`config.mk`:
```
export PLATFORM = sky130hd
export DESIGN_NAME = bit_serial_adder
export DESIGN_NICKNAME = d
export VERILOG_FILES = /design/src/rtl/bit_serial_adder.sv
export SDC_FILE = /design/constraint.sdc
export NUM_CORES = 1
export LEC_CHECK = 0
export CAP_MARGIN = 10
export CELL_PAD_IN_SITES_DETAIL_PLACEMENT = 0
export CELL_PAD_IN_SITES_GLOBAL_PLACEMENT = 1
export CORE_MARGIN = 2
export CORE_UTILIZATION = 40
export DETAILED_ROUTE_END_ITERATION = 16
export GPL_TIMING_DRIVEN = 0
export PLACE_DENSITY_LB_ADDON = 0.1
export REMOVE_ABC_BUFFERS = 1
export SETUP_SLACK_MARGIN = 0.15
export SLEW_MARGIN = 20
export SYNTH_ARGS = -nofsm -noshare
export SYNTH_HDL_FRONTEND = slang
export SYNTH_SLANG_ARGS = --single-unit
```
`constraint.sdc`:
```
create_clock -name clk -period 2.5 [get_ports clk]
set_input_delay 0.25 -clock clk [delete_from_list [all_inputs] [get_ports clk]]
set_output_delay 0.25 -clock clk [all_outputs]
set_load 0.02 [all_outputs]
```
`src/rtl/bit_serial_adder.sv`:
```
// ---------------------------------------------------------------------------
// bit_serial_adder
//   Adds two WIDTH-bit operands plus a carry-in one bit per clock, LSB first.
//   A three-state FSM (IDLE -> RUN -> DONE) sequences the operation; the
//   result registers S / c_out only update on the RUN->DONE edge.
//
// Ports
//   clk        in   sole clock, rising edge
//   rst        in   asynchronous, active-high reset
//   start      in   request to begin one addition
//   A, B       in   WIDTH-bit operands, captured when start is accepted
//   C          in   carry-in, captured when start is accepted
//   busy       out  high in every RUN cycle (WIDTH cycles per operation)
//   done       out  one-cycle pulse while in DONE; S / c_out are valid
//   S          out  registered WIDTH-bit sum
//   c_out      out  registered carry-out
//   dbg_state  out  current FSM state (IDLE=0, RUN=1, DONE=2)
//
// Handshake: start is a request with no ready/ack wire. It is accepted on a
// rising edge where start is high and the FSM is in IDLE or DONE; busy high
// means any start is ignored. An accepted start yields exactly one done
// pulse WIDTH rising edges later, unless rst intervenes.
// ---------------------------------------------------------------------------
module bit_serial_adder #(
  parameter int WIDTH = 8
) (
  input  logic             clk,
  input  logic             rst,
  input  logic             start,
  input  logic [WIDTH-1:0] A,
  input  logic [WIDTH-1:0] B,
  input  logic             C,
  output logic             busy,
  output logic             done,
  output logic [WIDTH-1:0] S,
  output logic             c_out,
  output logic [1:0]       dbg_state
);

  localparam int CW = (WIDTH > 1) ? $clog2(WIDTH) : 1;
  localparam logic [CW-1:0] LAST_BIT = CW'(WIDTH - 1);

  typedef enum logic [1:0] {
    IDLE = 2'd0,
    RUN  = 2'd1,
    DONE = 2'd2
  } state_t;

  state_t          state;
  state_t          next_state;
  logic [WIDTH-1:0] a_sh;
  logic [WIDTH-1:0] b_sh;
  logic [WIDTH-1:0] psum;
  logic             carry;
  logic [CW-1:0]    cnt;

  logic             accept;
  logic             last_bit;
  logic             sum_bit;
  logic             carry_nxt;
  logic [WIDTH-1:0] psum_nxt;

  assign accept    = start && (state != RUN);
  assign last_bit  = (cnt == LAST_BIT);
  assign sum_bit   = a_sh[0] ^ b_sh[0] ^ carry;
  assign carry_nxt = (a_sh[0] & b_sh[0]) | (a_sh[0] & carry) | (b_sh[0] & carry);
  // Sum bits enter from the MSB side so that after WIDTH shifts bit 0 of the
  // result has landed in psum[0].
  assign psum_nxt  = {sum_bit, psum[WIDTH-1:1]};

  // State register
  always_ff @(posedge clk or posedge rst) begin
    if (rst) begin
      state <= IDLE;
    end else begin
      state <= next_state;
    end
  end

  // Next-state logic
  always_comb begin
    next_state = state;
    case (state)
      IDLE: if (start) next_state = RUN;
      RUN:  if (last_bit) next_state = DONE;
      DONE: next_state = start ? RUN : IDLE;
      default: next_state = IDLE;
    endcase
  end

  // Datapath
  always_ff @(posedge clk or posedge rst) begin
    if (rst) begin
      a_sh  <= '0;
      b_sh  <= '0;
      psum  <= '0;
      carry <= 1'b0;
      cnt   <= '0;
      S     <= '0;
      c_out <= 1'b0;
    end else if (accept) begin
      a_sh  <= A;
      b_sh  <= B;
      carry <= C;
      psum  <= '0;
      cnt   <= '0;
    end else if (state == RUN) begin
      a_sh  <= a_sh >> 1;
      b_sh  <= b_sh >> 1;
      psum  <= psum_nxt;
      carry <= carry_nxt;
      cnt   <= cnt + CW'(1);
      if (last_bit) begin
        S     <= psum_nxt;
        c_out <= carry_nxt;
      end
    end
  end

  assign busy      = (state == RUN);
  assign done      = (state == DONE);
  assign dbg_state = state;

endmodule

```
==> flow_summary_export.csv, run 1 <==
group,metric,value,unit
sta,worst_pin_slew,0.704,ns
sta,fin_crit_sh,0.832,
route,drtPass1Iterations,2,
power,p_clk_frac,0.155,
synth,yosys.area.top_type,"dfrtp_1",
power,power_frac_seq,0.418,
clock_network,path_clk_slew,0.07,ns
sta,skew,0.00178,ns
route,viasPerCell,4.82,
placement,dp_slack,0.452,ns
sta,fin_crit,2.08,ns
floorplanning,pin_count,33,
worst_setup_path,critPathSlowestCell,"clkdlybuf4s50_1",
worst_setup_path,max_stage_delay,0.62,ns
grt,grt_max_degree,34,
power,p_int,1.72,mW
sta,setup_viol,0,
synth,synth-seq-cells,38,
floorplanning,die-height,71.1,um
grt,grt_use_total,0.133,
floorplanning,start_util,0.413,
route,drt-initial-drc-count,71,
grt,overflow,0,
floorplanning,fp-row-count,24,
sta,hold_violations,0,
synth,netlist.area_leader.share,0.529,
run_status,status,"completed",
worst_setup_path,critical_path.max_fanout,27,
job,cap_violations,0,
power,ir_drop,532,uV
power,p_sw,0.751,mW
synth,synth_ff_type,"dfrtp_1",
worst_setup_path,endpoint_kind,"output pin",
clock_network,holdBufCountCts,0,
synth,synth_area,1800,um2
min_path,hold_class,"in2async",
sta,holdWs,0.171,ns
sta,fmax,480,MHz
floorplanning,die_x,71.1,um
route,vias,984,
worst_setup_path,worstPathRequired,2.25,ns
finish,syn2layout_area_growth,23.1,%
synth,yosysWarnings,0,
worst_setup_path,critPathArrivalTime,1.83,ns
floorplanning,dieArea,5050,um2
power,p_leak,1.03,nW
worst_setup_path,startpoint_type,"flip-flop",
synth,synth_edf_count,0,
placement,port_buffers,32,
synth,yosys-top-cells-area,"dfrtp_1, mux2_2, mux2_4",
worst_setup_path,critPathKind,"reg2out",
route,wire_per_inst,14.5,um
worst_setup_path,path_cells,"nand2b_4, inv_1, clkdlybuf4s50_1",
power,swShare,0.303,
clock_network,cts_buffers,5,
synth,synth-async-reset-ratio,1.00,
power,p_per_area,1120,nW/um2
synth,synth.most_common_cell,"dfrtp_1",
sta,slew_headroom,0.530,
finish,finalNetCount,175,
clock_network,clock_sinks,38,
finish,drive_above_1_share,0.375,
finish,fillerInstances,368,
grt,grt_pass1_wl,5140,um
floorplanning,core,4350,um2
power,p_comb_frac,0.427,
clock_network,cts-root-buf,"clkbuf_8",
synth,syn_inst,119,
synth,avgSynthCellArea,15.1,um2
clock_network,cts_resized,1,
synth,yosysUniqueCellTypes,15,
sta,report.final.slew_viol_count,0,
clock_network,clk_latency,0.28,ns
sta,fin_ws,0.419,ns
clock_network,ctsHtreeMaxLevel,2,
clock_network,postCtsSetupBuffers,0,
power,total_power,2.47,mW
synth,yosysSeqAreaShare,0.529,
clock_network,cts_buffer_depth,2,
route,routed_wl,2950,um
grt,antenna_found_initial,0,
route,drtAntennaViolNets,0,
synth,synth_commonest_cells,"dfrtp_1, mux2_2, mux2_4, nor2b_1, inv_1",
worst_setup_path,critPathTopFamily,"buffers and inverters",
route,drcViolationCount,0,
placement,post-dp-hpwl,1910,um
clock_network,cts_tree,"built",
finish,diodes,0,
grt,grt_pass1_vias,1070,
worst_setup_path,path_buf_inv,2,
placement,place.gp.congestion,0.664,
sta,grt_setup_unrepaired,"false",
power by group through the flow:
stage / sequential, mW / combinational, mW / clock, mW
3_5_place_dp: 1.05 / 1.07 / 0
2_1_floorplan: 1.09 / 0.680 / 0
5_1_grt: 1.07 / 1.15 / 0.436
4_1_cts: 1.04 / 1.08 / 0.409
6_report: 1.03 / 1.06 / 0.384
3_3_place_gp: 1.02 / 1.04 / 0
flip-flops by register name, summed over array words and instances (netlist names):
signal	cells
dbg_state	2
c_out	1
a_sh	8
S	8
carry	1
cnt	3
b_sh	8
psum	7
kinds of logic (layout without fill, tap and decap cells):
kind of cell / after synthesis / in the layout / synth area share
fa+ha+maj: 3 / 3 / 0.0250
flops: 38 / 38 / 0.529
simple gates: 15 / 15 / 0.0501
compound gates: 1 / 1 / 0.00348
buf+inv: 11 / 44 / 0.0466
mux: 51 / 51 / 0.346
layer usage:
metal  share of wire  track usage
met3           0.046       0.0499
met4           0.019       0.0566
met5               0            0
met1            0.48        0.176
met2            0.46        0.197
layout make-up:
| cell class | count | area, um2 | area share |
|---|---|---|---|
| Inverter | 4 | 15.0 | 0.00678 |
| Sequential cell | 38 | 951 | 0.429 |
| Multi-Input combinational cell | 70 | 772 | 0.349 |
| Clock buffer | 7 | 76.3 | 0.0345 |
| Tap cell | 52 | 65.1 | 0.0294 |
| Timing Repair Buffer | 33 | 335 | 0.151 |
layout by cell type, fill, tap and decap left out:
| cell | instances |
|---|---|
| clkbuf_1 | 2 |
| nor2b_1 | 10 |
| inv_1 | 3 |
| fa_1 | 1 |
| clkbuf_8 | 5 |
| nand2b_4 | 1 |
| nand2b_1 | 1 |
| mux2_2 | 34 |
| o22ai_1 | 1 |
| clkdlybuf4s50_1 | 31 |
| buf_12 | 1 |
| nor2_1 | 2 |
| ha_1 | 2 |
| inv_2 | 1 |
| mux2i_1 | 3 |
| dfrtp_1 | 38 |
| mux2_4 | 14 |
| nand3b_1 | 1 |
| buf_2 | 1 |
stage by stage:
step / instances / TNS [ns] / area, um2 / util
floorplan: 112 / 0 / 1730 / -
global placement: 196 / -0.0137 / 2120 / 0.486
detailed placement: 197 / 0 / 2130 / 0.490
CTS: 204 / 0 / 2210 / 0.509
global route: 204 / 0 / 2210 / 0.509
finish: 204 / 0 / 2210 / 0.509
worst register-to-register path: cells and delay by family (launching register included):
kind                     cells  cell delay (ns)
adder cells (fa/ha/maj)      2             0.41
flip-flops                   1             0.40
multiplexers                 1             0.40
AND/OR/NAND/NOR              1             0.39
path summary, 6_finish.rpt:
path	start	cells past startpoint	to	slack (ns)
hold / removal	rst	2	a_sh[4]	0.17
min in group clk	cnt[0]	1	cnt[0]	0.50
setup / recovery	dbg_state[1]	3	busy	0.42
max in group asynchronous	rst	3	S[3]	1.93
setup reg to reg	cnt[0]	4	S[6]	0.79
hold reg to reg	cnt[0]	1	cnt[0]	0.50
(Power assumes the default switching activity.)
==> run 2, diff against run 1 <==
==> constraint.sdc (replaced) <==
create_clock -name clk -period 2.1 [get_ports clk]
set_input_delay 0.21 -clock clk [delete_from_list [all_inputs] [get_ports clk]]
set_output_delay 0.21 -clock clk [all_outputs]
set_load 0.02 [all_outputs]
==> run 2 against run 1 <==
Against the previous run: die area did not move; largest power group unchanged; register-to-register slack got worse by 0.39 ns; final cell count grew 0.49%; first-iteration DRC count is 2.8% higher; hold slack worse by 0.040 ns; critical endpoint is now S[6]; sequential power rose by 20%; largest cell class unchanged; non-clock buffer count unchanged.
==> flow_summary_export.csv, run 2 (synthesis results as in run 1) <==
group,metric,value,unit
placement,port_buffers,32,
sta,fin_crit,1.70,ns
clock_network,ctsHtreeMaxLevel,2,
sta,tns,0,ns
grt,grt_max_degree,34,
worst_setup_path,critical_path.max_fanout,10,
power,ir_drop,606,uV
route,drcViolationCount,0,
power,p_clk_frac,0.155,
worst_setup_path,critPathKind,"reg2reg",
power,p_leak,1.03,nW
clock_network,postCtsSetupBuffers,0,
floorplanning,start_util,0.413,
worst_setup_path,max_stage_delay,0.40,ns
worst_setup_path,worstPathRequired,2.27,ns
finish,layout_commonest_cell,"dfrtp_1",
worst_setup_path,r2r_cells,4,
worst_setup_path,startpoint_type,"flip-flop",
floorplanning,core,4350,um2
floorplanning,dieArea,5050,um2
worst_setup_path,critPathArrivalTime,1.86,ns
finish,largest_registers,"S: 8 flops, a_sh: 8 flops, b_sh: 8 flops",
route,drt-initial-drc-count,73,
clock_network,cts_tree,"built",
power,p_sw,0.911,mW
grt,antenna_found_initial,0,
worst_setup_path,timing.rr.end,"S[6]",
floorplanning,die_x,71.1,um
sta,slew_headroom,0.542,
sta,fmax,589,MHz
power,swShare,0.308,
job,cap_violations,0,
floorplanning,pin_count,33,
placement,place.gp.congestion,0.664,
floorplanning,die-height,71.1,um
sta,skew,0.00198,ns
clock_network,cts_buffers,5,
power,power_frac_seq,0.419,
worst_setup_path,critPathSlowestCell,"dfrtp_1",
clock_network,cts_buffer_depth,2,
sta,fin_crit_sh,0.808,
finish,syn2layout_area_growth,23.6,%
finish,finalNetCount,176,
finish,final_cell_mix,"dfrtp_1, mux2_2, clkdlybuf4s50_1, mux2_4, nor2b_1",
worst_setup_path,crit_path_frequent_cell,"ha_1",
grt,grt_use_total,0.140,
power,p_per_area,1330,nW/um2
worst_setup_path,path_cells,"ha_1, ha_1, nand3b_1, mux2_2",
sta,worst_pin_slew,0.687,ns
route,wire_per_inst,14.9,um
worst_setup_path,r2r_slack,0.40,ns
sta,report.final.slew_viol_count,0,
grt,grt_pass1_vias,1075,
route,routed_wl,3060,um
clock_network,clock_sinks,38,
route,viasPerCell,4.83,
floorplanning,fp-row-count,24,
sta,setup_viol,0,
finish,diodes,0,
clock_network,path_clk_slew,0.07,ns
route,vias,991,
worst_setup_path,r2r-start,"cnt[0]",
worst_setup_path,endpoint_kind,"flip-flop",
grt,grt_pass1_wl,5350,um
min_path,hold_class,"in2async",
grt,overflow,0,
power,p_comb_frac,0.427,
sta,hold_violations,0,
run_status,status,"completed",
route,drtAntennaViolNets,0,
sta,grt_setup_unrepaired,"false",
route,drtPass1Iterations,4,
finish,drive_above_1_share,0.386,
clock_network,clk_latency,0.28,ns
sta,holdWs,0.131,ns
clock_network,cts-root-buf,"clkbuf_8",
placement,post-dp-hpwl,1910,um
power,p_int,2.05,mW
## run 2: cell types whose count changed in the layout (fill, tap and decap cells not counted)
cell	previous run	this run
dlygate4sd2_1	0	1
dfrtp_1	38	37
dfrtp_2	0	1
nand2b_2	0	1
clkdlybuf4s50_1	31	30
## run 2: worst max-delay path by stage
stage	start	cells past startpoint	end	slack, ns
final	cnt[0]	4	S[6]	0.40
after global routing	cnt[0]	4	S[4]	0.30
after CTS	cnt[0]	4	S[6]	0.39
after detailed placement	dbg_state[1]	3	busy	0.09
after global placement	dbg_state[1]	3	busy	-0.37
after floorplan	dbg_state[1]	3	a_sh[7]	0.24
## run 2: stage by stage
step | setup slack, ns | utilization | power [mW] | std cells | instance area, um2
floorplan | 0.237 | - | 2.11 | 112 | 1730
global placement | -0.374 | 0.486 | 2.46 | 196 | 2120
detailed placement | 0.0920 | 0.490 | 2.52 | 197 | 2130
CTS | 0.390 | 0.511 | 3.02 | 205 | 2220
global route | 0.298 | 0.511 | 3.18 | 205 | 2220
finish | 0.403 | 0.511 | 2.96 | 205 | 2220
## run 2: final cells by class
type / instances / area, um2
clock buffers: 7 / 76.3
fillers: 369 / 2130
inverters: 4 / 15.0
multi-input cells: 71 / 781
flip-flops and latches: 38 / 952
well taps: 52 / 65.1
repair buffers: 33 / 334
## run 2: layer usage
| layer | vias up | part of all wire | GRT usage |
|---|---|---|---|
| li1 | 473 | - | - |
| met1 | 492 | 0.48 | 0.188 |
| met2 | 21 | 0.45 | 0.206 |
| met3 | 5 | 0.044 | 0.0499 |
| met4 | 0 | 0.018 | 0.0566 |
| met5 | - | 0 | 0 |
## run 2: power groups by stage
stage,Combinational [mW],Clock [mW],Sequential [mW]
3_5_place_dp,1.28,0,1.25
5_1_grt,1.37,0.522,1.29
2_1_floorplan,0.809,0,1.30
6_report,1.26,0.458,1.24
3_3_place_gp,1.24,0,1.22
4_1_cts,1.29,0.487,1.25
## run 2: worst max-delay path, delay by kind of cell, from the launching register on
kind,cells,cell delay (ns)
adders and majority gates,2,0.41
DFF,1,0.40
muxes,1,0.40
and+or+nand+nor,1,0.38
## run 2: timing repair
action / in CTS / in global routing
hold endpoints to repair: 0 / 0
hold buffers: 0 / 0
setup endpoints to repair: 1 / 0
resized for setup: 3 / 0
